[src/rtl/segment_transition_ctl_pkg.sv]
// Shared types and constants for the double-buffered segment transition controller.
package segment_transition_ctl_pkg;

  localparam int NumSegment   = 2;
  localparam int RepWidth     = 16;
  localparam int SysTimeWidth = 56;
  localparam int GpioWidth    = 4;

  localparam logic [RepWidth-1:0] RepInfinite = 16'hFFFF;

  typedef enum logic [7:0] {
    MODE_SYNC_IDX = 8'h00,
    MODE_SYS_TIME = 8'h01,
    MODE_GPIO     = 8'h02,
    MODE_EXT      = 8'hF0
  } transition_mode_t;

  typedef enum logic [1:0] {
    ST_RUN       = 2'd0,
    ST_WAIT_SYNC = 2'd1,
    ST_WAIT_TIME = 2'd2,
    ST_WAIT_GPIO = 2'd3
  } segment_ctl_state_t;

  // Unknown mode codes fall back to index-synchronous switching.
  function automatic segment_ctl_state_t wait_state_for(input logic [7:0] mode);
    segment_ctl_state_t st;
    case (mode)
      MODE_SYS_TIME: st = ST_WAIT_TIME;
      MODE_GPIO:     st = ST_WAIT_GPIO;
      default:       st = ST_WAIT_SYNC;
    endcase
    return st;
  endfunction

endpackage

[src/rtl/segment_transition_ctl_if.sv]
// Register-file / sampler side signals of the segment transition controller.
interface segment_transition_ctl_if;
  import segment_transition_ctl_pkg::*;

  logic                                 update;
  logic                                 req_segment;
  logic [7:0]                           transition_mode;
  logic [63:0]                          transition_value;
  logic [NumSegment-1:0][RepWidth-1:0]  rep;
  logic                                 loop_end;
  logic [SysTimeWidth-1:0]              sys_time;
  logic [GpioWidth-1:0]                 gpio_in;
  logic                                 segment;
  logic                                 swap;
  logic                                 stop;
  logic                                 waiting;

  modport master (
    output update, req_segment, transition_mode, transition_value, rep,
           loop_end, sys_time, gpio_in,
    input  segment, swap, stop, waiting
  );

  modport slave (
    input  update, req_segment, transition_mode, transition_value, rep,
           loop_end, sys_time, gpio_in,
    output segment, swap, stop, waiting
  );

endinterface

[src/rtl/segment_transition_ctl_gpio_edge_sync.sv]
// Two-flop synchroniser for asynchronous GPIO pins followed by a rising-edge detector.
module gpio_edge_sync #(
  parameter int Width = 4
) (
  input  logic             clk,
  input  logic             rst_n,
  input  logic [Width-1:0] pin_in,
  output logic [Width-1:0] rise
);

  logic [Width-1:0] sync1_r;
  logic [Width-1:0] sync2_r;
  logic [Width-1:0] prev_r;

  // Synchroniser chain plus delayed copy for edge detection.
  always_ff @(posedge clk or negedge rst_n) begin
    if (!rst_n) begin
      sync1_r <= '0;
      sync2_r <= '0;
      prev_r  <= '0;
    end else begin
      sync1_r <= pin_in;
      sync2_r <= sync1_r;
      prev_r  <= sync2_r;
    end
  end

  assign rise = sync2_r & ~prev_r;

endmodule

[src/rtl/segment_transition_ctl.sv]
// Latches segment-change requests, waits for the selected trigger, swaps the read
// segment and counts loop repetitions (stop or auto-alternate in EXT mode).
module segment_transition_ctl
  import segment_transition_ctl_pkg::*;
(
  input  logic                     clk,
  input  logic                     rst_n,
  segment_transition_ctl_if.slave  bus
);

  segment_ctl_state_t                  state_r;
  logic                                segment_r;
  logic                                swap_r;
  logic                                stop_r;
  logic                                waiting_r;
  logic                                ext_r;
  logic                                req_seg_r;
  logic [SysTimeWidth-1:0]             value_r;
  logic [NumSegment-1:0][RepWidth-1:0] rep_r;
  logic [RepWidth-1:0]                 loop_cnt_r;

  logic [GpioWidth-1:0] gpio_rise_s;
  logic [RepWidth-1:0]  cur_rep_s;
  logic                 count_active_s;
  logic                 rep_done_s;
  logic                 trig_s;
  logic                 target_s;

  gpio_edge_sync #(.Width(GpioWidth)) u_gpio_edge_sync (
    .clk    (clk),
    .rst_n  (rst_n),
    .pin_in (bus.gpio_in),
    .rise   (gpio_rise_s)
  );

  // Trigger detection for the current state and the segment it would switch to.
  always_comb begin
    cur_rep_s      = rep_r[segment_r];
    count_active_s = bus.loop_end && !stop_r && (cur_rep_s != RepInfinite);
    rep_done_s     = count_active_s && (loop_cnt_r == cur_rep_s);
    trig_s         = 1'b0;
    target_s       = segment_r;
    case (state_r)
      ST_RUN: begin
        trig_s   = rep_done_s && ext_r;
        target_s = ~segment_r;
      end
      ST_WAIT_SYNC: begin
        trig_s   = bus.loop_end;
        target_s = req_seg_r;
      end
      ST_WAIT_TIME: begin
        trig_s   = (bus.sys_time >= value_r);
        target_s = req_seg_r;
      end
      ST_WAIT_GPIO: begin
        trig_s   = gpio_rise_s[value_r[1:0]];
        target_s = req_seg_r;
      end
      default: begin
        trig_s   = 1'b0;
        target_s = segment_r;
      end
    endcase
  end

  // Main sequencer; UPDATE takes priority over any trigger in the same cycle.
  always_ff @(posedge clk or negedge rst_n) begin
    if (!rst_n) begin
      state_r    <= ST_RUN;
      segment_r  <= 1'b0;
      swap_r     <= 1'b0;
      stop_r     <= 1'b0;
      waiting_r  <= 1'b0;
      ext_r      <= 1'b0;
      req_seg_r  <= 1'b0;
      value_r    <= '0;
      rep_r      <= {NumSegment{RepInfinite}};
      loop_cnt_r <= '0;
    end else begin
      swap_r <= 1'b0;
      if (bus.update) begin
        req_seg_r <= bus.req_segment;
        value_r   <= bus.transition_value[SysTimeWidth-1:0];
        rep_r     <= bus.rep;
        if (bus.transition_mode == MODE_EXT) begin
          segment_r  <= bus.req_segment;
          swap_r     <= (bus.req_segment != segment_r);
          loop_cnt_r <= '0;
          stop_r     <= 1'b0;
          ext_r      <= 1'b1;
          waiting_r  <= 1'b0;
          state_r    <= ST_RUN;
        end else if (bus.req_segment == segment_r) begin
          loop_cnt_r <= '0;
          stop_r     <= 1'b0;
          ext_r      <= 1'b0;
          waiting_r  <= 1'b0;
          state_r    <= ST_RUN;
        end else begin
          ext_r     <= 1'b0;
          waiting_r <= 1'b1;
          state_r   <= wait_state_for(bus.transition_mode);
        end
      end else if (trig_s) begin
        segment_r  <= target_s;
        swap_r     <= 1'b1;
        loop_cnt_r <= '0;
        stop_r     <= 1'b0;
        waiting_r  <= 1'b0;
        state_r    <= ST_RUN;
      end else if ((state_r == ST_RUN) && count_active_s) begin
        if (rep_done_s) begin
          stop_r <= 1'b1;
        end else begin
          loop_cnt_r <= loop_cnt_r + 16'd1;
        end
      end else begin
        state_r <= state_r;
      end
    end
  end

  assign bus.segment = segment_r;
  assign bus.swap    = swap_r;
  assign bus.stop    = stop_r;
  assign bus.waiting = waiting_r;

endmodule

[src/flat_wrapper.sv]
// flat-port wrapper written by rule: the top's interface ports become plain ports
module segment_transition_ctl_flat import segment_transition_ctl_pkg::*;
  (clk, rst_n, bus_update, bus_req_segment, bus_transition_mode, bus_transition_value, bus_rep, bus_loop_end, bus_sys_time, bus_gpio_in, bus_segment, bus_swap, bus_stop, bus_waiting);
  segment_transition_ctl_if bus_i ();
  input  logic clk;
  input  logic rst_n;
  input wire logic [$bits(bus_i.update)-1:0] bus_update;
  input wire logic [$bits(bus_i.req_segment)-1:0] bus_req_segment;
  input wire logic [$bits(bus_i.transition_mode)-1:0] bus_transition_mode;
  input wire logic [$bits(bus_i.transition_value)-1:0] bus_transition_value;
  input wire logic [$bits(bus_i.rep)-1:0] bus_rep;
  input wire logic [$bits(bus_i.loop_end)-1:0] bus_loop_end;
  input wire logic [$bits(bus_i.sys_time)-1:0] bus_sys_time;
  input wire logic [$bits(bus_i.gpio_in)-1:0] bus_gpio_in;
  output wire logic [$bits(bus_i.segment)-1:0] bus_segment;
  output wire logic [$bits(bus_i.swap)-1:0] bus_swap;
  output wire logic [$bits(bus_i.stop)-1:0] bus_stop;
  output wire logic [$bits(bus_i.waiting)-1:0] bus_waiting;
  assign bus_i.update = bus_update;
  assign bus_i.req_segment = bus_req_segment;
  assign bus_i.transition_mode = bus_transition_mode;
  assign bus_i.transition_value = bus_transition_value;
  assign bus_i.rep = bus_rep;
  assign bus_i.loop_end = bus_loop_end;
  assign bus_i.sys_time = bus_sys_time;
  assign bus_i.gpio_in = bus_gpio_in;
  assign bus_segment = bus_i.segment;
  assign bus_swap = bus_i.swap;
  assign bus_stop = bus_i.stop;
  assign bus_waiting = bus_i.waiting;
  segment_transition_ctl u_core (.clk(clk), .rst_n(rst_n), .bus(bus_i));
endmodule
[config.mk]
export PLATFORM = sky130hd
export DESIGN_NAME = segment_transition_ctl_flat
export DESIGN_NICKNAME = d
export VERILOG_FILES = /design/src/rtl/segment_transition_ctl_pkg.sv /design/src/rtl/segment_transition_ctl_if.sv /design/src/rtl/segment_transition_ctl_gpio_edge_sync.sv /design/src/rtl/segment_transition_ctl.sv /design/src/flat_wrapper.sv
export SDC_FILE = /design/constraint.sdc
export NUM_CORES = 1
export LEC_CHECK = 0
export ABC_AREA = 1
export BUFFER_PORTS_ARGS = -buffer_cell sky130_fd_sc_hd__buf_2
export CORE_MARGIN = 1.5
export CORE_UTILIZATION = 42
export DETAILED_ROUTE_END_ITERATION = 7
export GPL_TIMING_DRIVEN = 0
export PLACE_DENSITY = 0.74
export SLEW_MARGIN = 20
export SYNTH_ARGS = -nofsm -noshare
export SYNTH_HDL_FRONTEND = slang
export SYNTH_HIERARCHICAL = 1
export SYNTH_SLANG_ARGS = --single-unit
[constraint.sdc]
create_clock -name clk -period 4.05 [get_ports clk]
set_input_delay 0.405 -clock clk [delete_from_list [all_inputs] [get_ports clk]]
set_output_delay 0.405 -clock clk [all_outputs]
set_load 0.01 [all_outputs]
==> results of run 1 <==
## worst max-delay path: stages (launching register included)
cell     delay (ps)
dfrtp_1         470
inv_2           180
buf_6           160
nand2_1         100
nand2_1         100
nand3_1          80
nor2_1          110
nand2_1          60
nor2_1          150
nor2_2           80
nand4_2         120
nand4_4         160
nand2_4         180
buf_2           250
nand3_1         110
nand2_1          80
## cells by family (layout without fill, tap and decap cells)
kind of cell	Yosys count	after routing	share of synthesized area (%)
adders and majority gates	57	57	10.1
AOI/OAI and AO/OA	107	107	7.90
DFF	124	124	44.6
buffers and inverters	132	330	7.35
xor gates and xnor gates	13	13	1.62
and+or+nand+nor	491	491	28.4
## registers in the layout (all words and copies together), names as in the netlist
| name | flops |
|---|---|
| u_core/bus.segment | 1 |
| u_core/state_r | 2 |
| u_core/loop_cnt_r | 16 |
| u_core/bus.waiting | 1 |
| u_core/u_gpio_edge_sync/sync1_r | 4 |
| u_core/req_seg_r | 1 |
| u_core/bus.stop | 1 |
| u_core/u_gpio_edge_sync/prev_r | 4 |
| u_core/ext_r | 1 |
| u_core/value_r | 56 |
| u_core/u_gpio_edge_sync/sync2_r | 4 |
| u_core/rep_r | 32 |
| u_core/bus.swap | 1 |
## Yosys cell counts, drive strengths merged
library cell	n	area share (%)
inv	105	5.6
xnor2	2	0.25
nand4	5	0.75
xor2	11	1.4
nand3	54	3.9
a21oi	24	1.7
o21ai	75	5.3
nand2	361	19
or2	1	0.089
nor4	1	0.089
o21bai	2	0.21
a21o	1	0.11
dfstp	32	12
o221ai	1	0.12
nor2	59	3.4
clkbuf	19	1.0
buf	8	0.75
dfrtp	92	33
ha	57	10
nor3	5	0.35
o21a	4	0.43
nand3b	5	0.53
## final cells by class
type,instances,share of cell area (%)
multi-input combinational,668,38.6
inverter,105,4.49
tap,220,3.14
buffer,27,1.41
clock inverter,13,1.63
sequential,124,35.8
clock buffer,19,5.05
timing repair buffer,166,9.85
## per-layer routing
metal,vias up,part of all wire [%],wire length (µm)
li1,3290,-,-
met4,4,2.3,398
met1,2908,46,8090
met3,35,5.2,916
met2,149,46,8120
met5,-,0.15,27
## path summary, 6_finish.rpt
| path | startpoint | endpoint | slack (ps) | cells past startpoint |
|---|---|---|---|---|
| setup / recovery | u_core/bus.segment | u_core/loop_cnt_r[1] | 1610 | 15 |
| max in group asynchronous | rst_n | u_core/rep_r[20] | 2820 | 3 |
| setup reg to reg | u_core/bus.segment | u_core/loop_cnt_r[1] | 1610 | 15 |
| min in group asynchronous | rst_n | u_core/loop_cnt_r[11] | 500 | 2 |
| hold / removal | bus_gpio_in[0] | u_core/u_gpio_edge_sync/sync1_r[0] | 90 | 1 |
| hold reg to reg | u_core/u_gpio_edge_sync/sync1_r[0] | u_core/u_gpio_edge_sync/sync2_r[0] | 350 | 0 |
## power by group through the flow
stage	clock network, mW	logic, mW	registers (mW)
floorplan	0	0.616	1.44
detailed placement	0	0.914	1.46
finish	1.50	0.916	1.44
global placement	0	0.887	1.45
CTS	1.52	0.923	1.44
global route	1.58	1.06	1.45
==> results_dict.tcl, run 1 <==
set metrics [dict create \
    final_cell_mix "nand2_1 (359), buf_2 (166), inv_1 (104)" \
    die_h_um 133 \
    track_usage_pct 21.0 \
    cp-start-kind "flop" \
    die_w_um 133 \
    ys_seq_area_share_pct 44.6 \
    vias 6386 \
    nets 1335 \
    endpoint_kind "flop" \
    setup_violations 0 \
    globalplace.congestion 0.880 \
    post_cts_buffers 0 \
    drc 0 \
    setup_slack_ps 1610 \
    synth.ff_latch_count 124 \
    syn_area_per_cell_um2 7.63 \
    hold_path_class "in -> reg" \
    worstPathArrival_ps 2800 \
    finalClockSkew_ps 7.67 \
    rsz0062_at_grt "no" \
    syn_inst 924 \
    power.switching_mw 1.21 \
    place_area_mm2 0.00818 \
    cp.required_ps 4410 \
    met2_usage_pct 34.4 \
    hpwl_um 13600 \
    finalInstanceArea_mm2 0.00877 \
    power_density_mw_per_mm2 439 \
    grt_pass1_vias 6278 \
    p_int_mw 2.64 \
    htree_num_levels 4 \
    period_share_pct 60.3 \
    dieArea_mm2 0.0176 \
    use_met1_pct 26.7 \
    cts_resized 0 \
    whs_ps 90.7 \
    clk_pin_slew_worst_paths_ps 60 \
    fmax_ghz 0.410 \
    clock_sinks 124 \
    min_period_ps 2440 \
    grt_max_degree 77 \
    grt_overflow 0 \
    instances_no_fill 1342 \
    antenna_found_initial 2 \
    post-place-ws_ps 1530 \
    synth_cell_types 32 \
    final_common_cell "nand2_1" \
    p_sw_share_pct 31.5 \
    cts_root_buf "clkbuf_16" \
    ys.warnings.count 6 \
    syn-num-nets 1150 \
    status "completed" \
    relSlewSlack_pct 54.7 \
    hold_viol_final 0 \
    p_clk_share_pct 38.9 \
    drv_cap 0 \
    drive_gt1_share_pct 22.1 \
    path_max_fanout 10 \
    busiest_layer "met2" \
    cts_hold_buf 1 \
    p_seq_share_pct 37.3 \
    start_util_pct 42.8 \
    cts_buffers 17 \
    coreArea_mm2 0.0165 \
    fillers 1572 \
    place_inst 1309 \
    path_class "reg -> reg" \
    tns_ps 0 \
    p_leak_nw 4.71 \
    slew_viol_final 0 \
    wl_per_cell_um 13.1 \
    pin_count 173 \
    fin_util_pct 53.3 \
    vias_per_cell 4.76 \
    grt.met3_usage_pct 5.36 \
    io_buffers 164 \
    grt_pass1_wl_um 29300 \
    power_mw 3.85 \
    cts_tree "done" \
    initialDrtViolationCount 262 \
    power_frac_comb_pct 23.8 \
    seq_area_mm2 0.00314 \
    num_antenna_cells 0 \
    clock_latency_ps 420 \
    multi_input_area_mm2 0.00339 \
    ir_drop_uv 363 \
    cts_max_path_buffers 2 \
    areaGrowthSynthToFinish_pct 24.5 \
    drt-total-wl_um 17600 \
    tightest_slew_ps 680 \
    first_pass_iters 5 \
    antenna_left 0 \
    num_rows 47 \
    syn-cell-area_mm2 0.00705 \
]
(Power assumes the default switching activity.)
==> run 2, diff against run 1 <==
--- a/config.mk
+++ b/config.mk
@@ -5,13 +5,13 @@
 export SDC_FILE = /design/constraint.sdc
 export NUM_CORES = 1
 export LEC_CHECK = 0
-export ABC_AREA = 1
+export ABC_AREA = 0
 export BUFFER_PORTS_ARGS = -buffer_cell sky130_fd_sc_hd__buf_2
 export CORE_MARGIN = 1.5
 export CORE_UTILIZATION = 42
 export DETAILED_ROUTE_END_ITERATION = 7
 export GPL_TIMING_DRIVEN = 0
-export PLACE_DENSITY = 0.74
+export PLACE_DENSITY = 0.75
 export SLEW_MARGIN = 20
 export SYNTH_ARGS = -nofsm -noshare
 export SYNTH_HDL_FRONTEND = slang
==> constraint.sdc (replaced) <==
create_clock -name clk -period 2.3 [get_ports clk]
set_input_delay 0.23 -clock clk [delete_from_list [all_inputs] [get_ports clk]]
set_output_delay 0.23 -clock clk [all_outputs]
set_load 0.01 [all_outputs]
==> run 2 against run 1 <==
  * The run now ends with negative setup slack left
  * Sequential cell count stayed put
  * Non-clock buffer count up 17
  * Maximum frequency fell by 11%
  * Core utilization is 3.0 points higher
  * Sequential share of layout area decreased by 0.55 points
  * Via count down 12%
  * Combinational power up 89%
  * Hold slack lost 68 ps
  * Area after synthesis decreased by 4.0%
  * Largest power group unchanged
==> results_dict.tcl, run 2 <==
set metrics [dict create \
    ir_drop_uv 561 \
    hold_viol_final 0 \
    power_mw 6.85 \
    clock_latency_ps 410 \
    largest_reg_flops 56 \
    synth.top_cells.by_count "dfrtp_1 (92), nand2_1 (90), o21ai_0 (64)" \
    vias_per_cell 5.10 \
    period_share_pct 119 \
    initialDrtViolationCount 230 \
    ys.warnings.count 6 \
    clk_pin_slew_worst_paths_ps 60 \
    synthTopCellsByArea "dfrtp_1 (34%), dfstp_2 (12%), ha_1 (11%)" \
    top_regs "u_core/value_r (56), u_core/rep_r (32), u_core/loop_cnt_r (16)" \
    die_h_um 130 \
    cp.required_ps 2600 \
    drc 0 \
    p_sw_share_pct 30.2 \
    io_buffers 163 \
    globalplace.congestion 0.880 \
    syn-cell-area_mm2 0.00677 \
    worstPathArrival_ps 3040 \
    critPathLaunch "u_core/bus.segment" \
    r2r_start "u_core/bus.segment" \
    fmax_ghz 0.365 \
    whs_ps 22.4 \
    num_rows 46 \
    p_leak_nw 4.21 \
    place_area_mm2 0.00789 \
    hpwl_um 12700 \
    fillers 1350 \
    drive_gt1_share_pct 37.6 \
    pin_count 173 \
    relSlewSlack_pct 39.7 \
    instances_no_fill 1099 \
    cts_tree "done" \
    endpoint_kind "flop" \
    setup_slack_ps -439 \
    track_usage_pct 21.1 \
    htree_num_levels 4 \
    synth.most_common_cell "dfrtp_1" \
    post-place-ws_ps -619 \
    finalClockSkew_ps 8.51 \
    antenna_left 0 \
    nets 1094 \
    grt_overflow 0 \
    syn_inst 666 \
    synth_top_cell_area_share_pct 34.0 \
    grt_max_degree 73 \
    status "finished with violations" \
    drt-total-wl_um 17500 \
    slew_viol_final 0 \
    top_register "u_core/value_r" \
    finalInstanceArea_mm2 0.00891 \
    ys_seq_area_share_pct 46.4 \
    path_class "reg -> reg" \
    setup_violations 21 \
    grt_pass1_wl_um 27400 \
    cp-start-kind "flop" \
    vias 5610 \
    p_clk_share_pct 37.8 \
    tightest_slew_ps 896 \
    grt_pass1_vias 5722 \
    antenna_found_initial 2 \
    coreArea_mm2 0.0158 \
    rsz0062_at_grt "yes" \
    syn-num-nets 892 \
    areaGrowthSynthToFinish_pct 31.7 \
    synthArstFlopShare_pct 100 \
    synth.ff_latch_count 124 \
    drv_cap 0 \
    clock_sinks 124 \
    min-delay-start "bus_transition_value[8]" \
    p_int_mw 4.79 \
    synth_top_flop_cell "dfrtp_1" \
    final_cell_mix "buf_2 (164), dfrtp_1 (92), nand2_1 (90)" \
    die_w_um 130 \
    synth-edff-count 0 \
    syn_area_per_cell_um2 10.2 \
    cts_max_path_buffers 2 \
    final_common_cell "buf_2" \
    synth_area_leader_cell "dfrtp_1" \
    p_seq_share_pct 36.9 \
    hold_path_class "in -> reg" \
    place_inst 1046 \
    power_frac_comb_pct 25.2 \
    synth_cell_types 56 \
    violations "negative setup slack" \
    cts_root_buf "clkbuf_16" \
    min_period_ps 2740 \
    power_density_mw_per_mm2 769 \
    power.switching_mw 2.07 \
    first_pass_iters 4 \
    start_util_pct 42.8 \
    wl_per_cell_um 15.9 \
    dieArea_mm2 0.0169 \
    path_max_fanout 7 \
    cts_buffers 17 \
]
[run 2: changes by cell type in the layout (fill, tap and decap cells not counted), moves of 9 or more]
| cell | delta |
|---|---|
| a21o_1 | +10 |
| buf_4 | +9 |
| inv_1 | -43 |
| mux2_2 | +34 |
| mux2i_1 | +17 |
| nand2_1 | -269 |
| nand3_1 | -34 |
| nand4_1 | +14 |
| nor2_1 | -40 |
| o21ai_0 | -14 |
| xnor2_1 | +14 |
| xor2_1 | -10 |
[run 2: path summary, 6_finish.rpt]
| path | cells after the start | slack, ps | to |
|---|---|---|---|
| max | 11 | -440 | u_core/loop_cnt_r[15] |
| min | 3 | 20 | u_core/value_r[8] |
| max reg2reg | 11 | -440 | u_core/loop_cnt_r[15] |
| min reg2reg | 0 | 350 | u_core/u_gpio_edge_sync/sync2_r[2] |
| max in group asynchronous | 3 | 1160 | u_core/rep_r[4] |
| min in group asynchronous | 2 | 410 | u_core/loop_cnt_r[9] |
[run 2: critical path: stages (launching register included)]
cell and delay, ps:
dfrtp_1 370, buf_6 160, clkbuf_16 160, mux2i_2 260
xnor2_1 120, nor4_1 380, nand4_1 260, o21ai_2 240
o31ai_4 150, buf_4 190, a21o_1 160, a22o_1 170
[run 2: power by group through the flow]
stage | Sequential [mW] | Clock [mW] | Combinational [mW]
6_report | 2.53 | 2.59 | 1.73
5_1_grt | 2.55 | 2.75 | 1.89
4_1_cts | 2.52 | 2.65 | 1.53
3_5_place_dp | 2.56 | 0 | 1.38
3_3_place_gp | 2.55 | 0 | 1.34
2_1_floorplan | 2.53 | 0 | 0.932
[run 2: metal layers]
metal  GRT usage [%]  routed length [µm]  vias to the layer above  share of wire, %
met2            34.4                8160                      188                47
li1                -                   -                     2740                 -
met5               0                   0                        -                 0
met4            8.24                 479                        0               2.7
met3            5.45                1110                       32               6.4
met1            27.1                7720                     2650                44
[run 2: area by class of cell]
cell class	instances	area [µm²]	share of cell area [%]
well taps	216	270	3.03
inverters	62	233	2.61
diodes	2	5.00	0.0562
clock buffers	17	425	4.77
multi-input cells	453	3490	39.2
repair buffers	183	1030	11.5
clock inverters	15	148	1.66
flip-flops and latches	124	3140	35.3
plain buffers	27	170	1.91
[run 2: logic make-up after synthesis]
logic type | share of synthesized area (%)
AND/OR/NAND/NOR | 13.9
AO/OA/AOI/OAI | 11.9
flip-flops | 46.4
buffers and inverters | 5.40
multiplexers | 9.54
adder cells (fa/ha/maj) | 10.5
XOR/XNOR | 2.33
[run 2: timing repair]
action,in CTS,in global routing
setup endpoints to repair,21,21
hold endpoints to repair,49,0
gates cloned,1,1
pin swaps,19,19
gates resized for setup,29,30
hold buffers,5,0
buffers inserted,8,4
[run 2: through the flow]
stage	util [%]	TNS, ps
after floorplan	-	-4.23
after global placement	49.6	-66750
after detailed placement	49.8	-10480
after CTS	55.0	-4510
after global routing	56.3	-8540
final	56.3	-6970
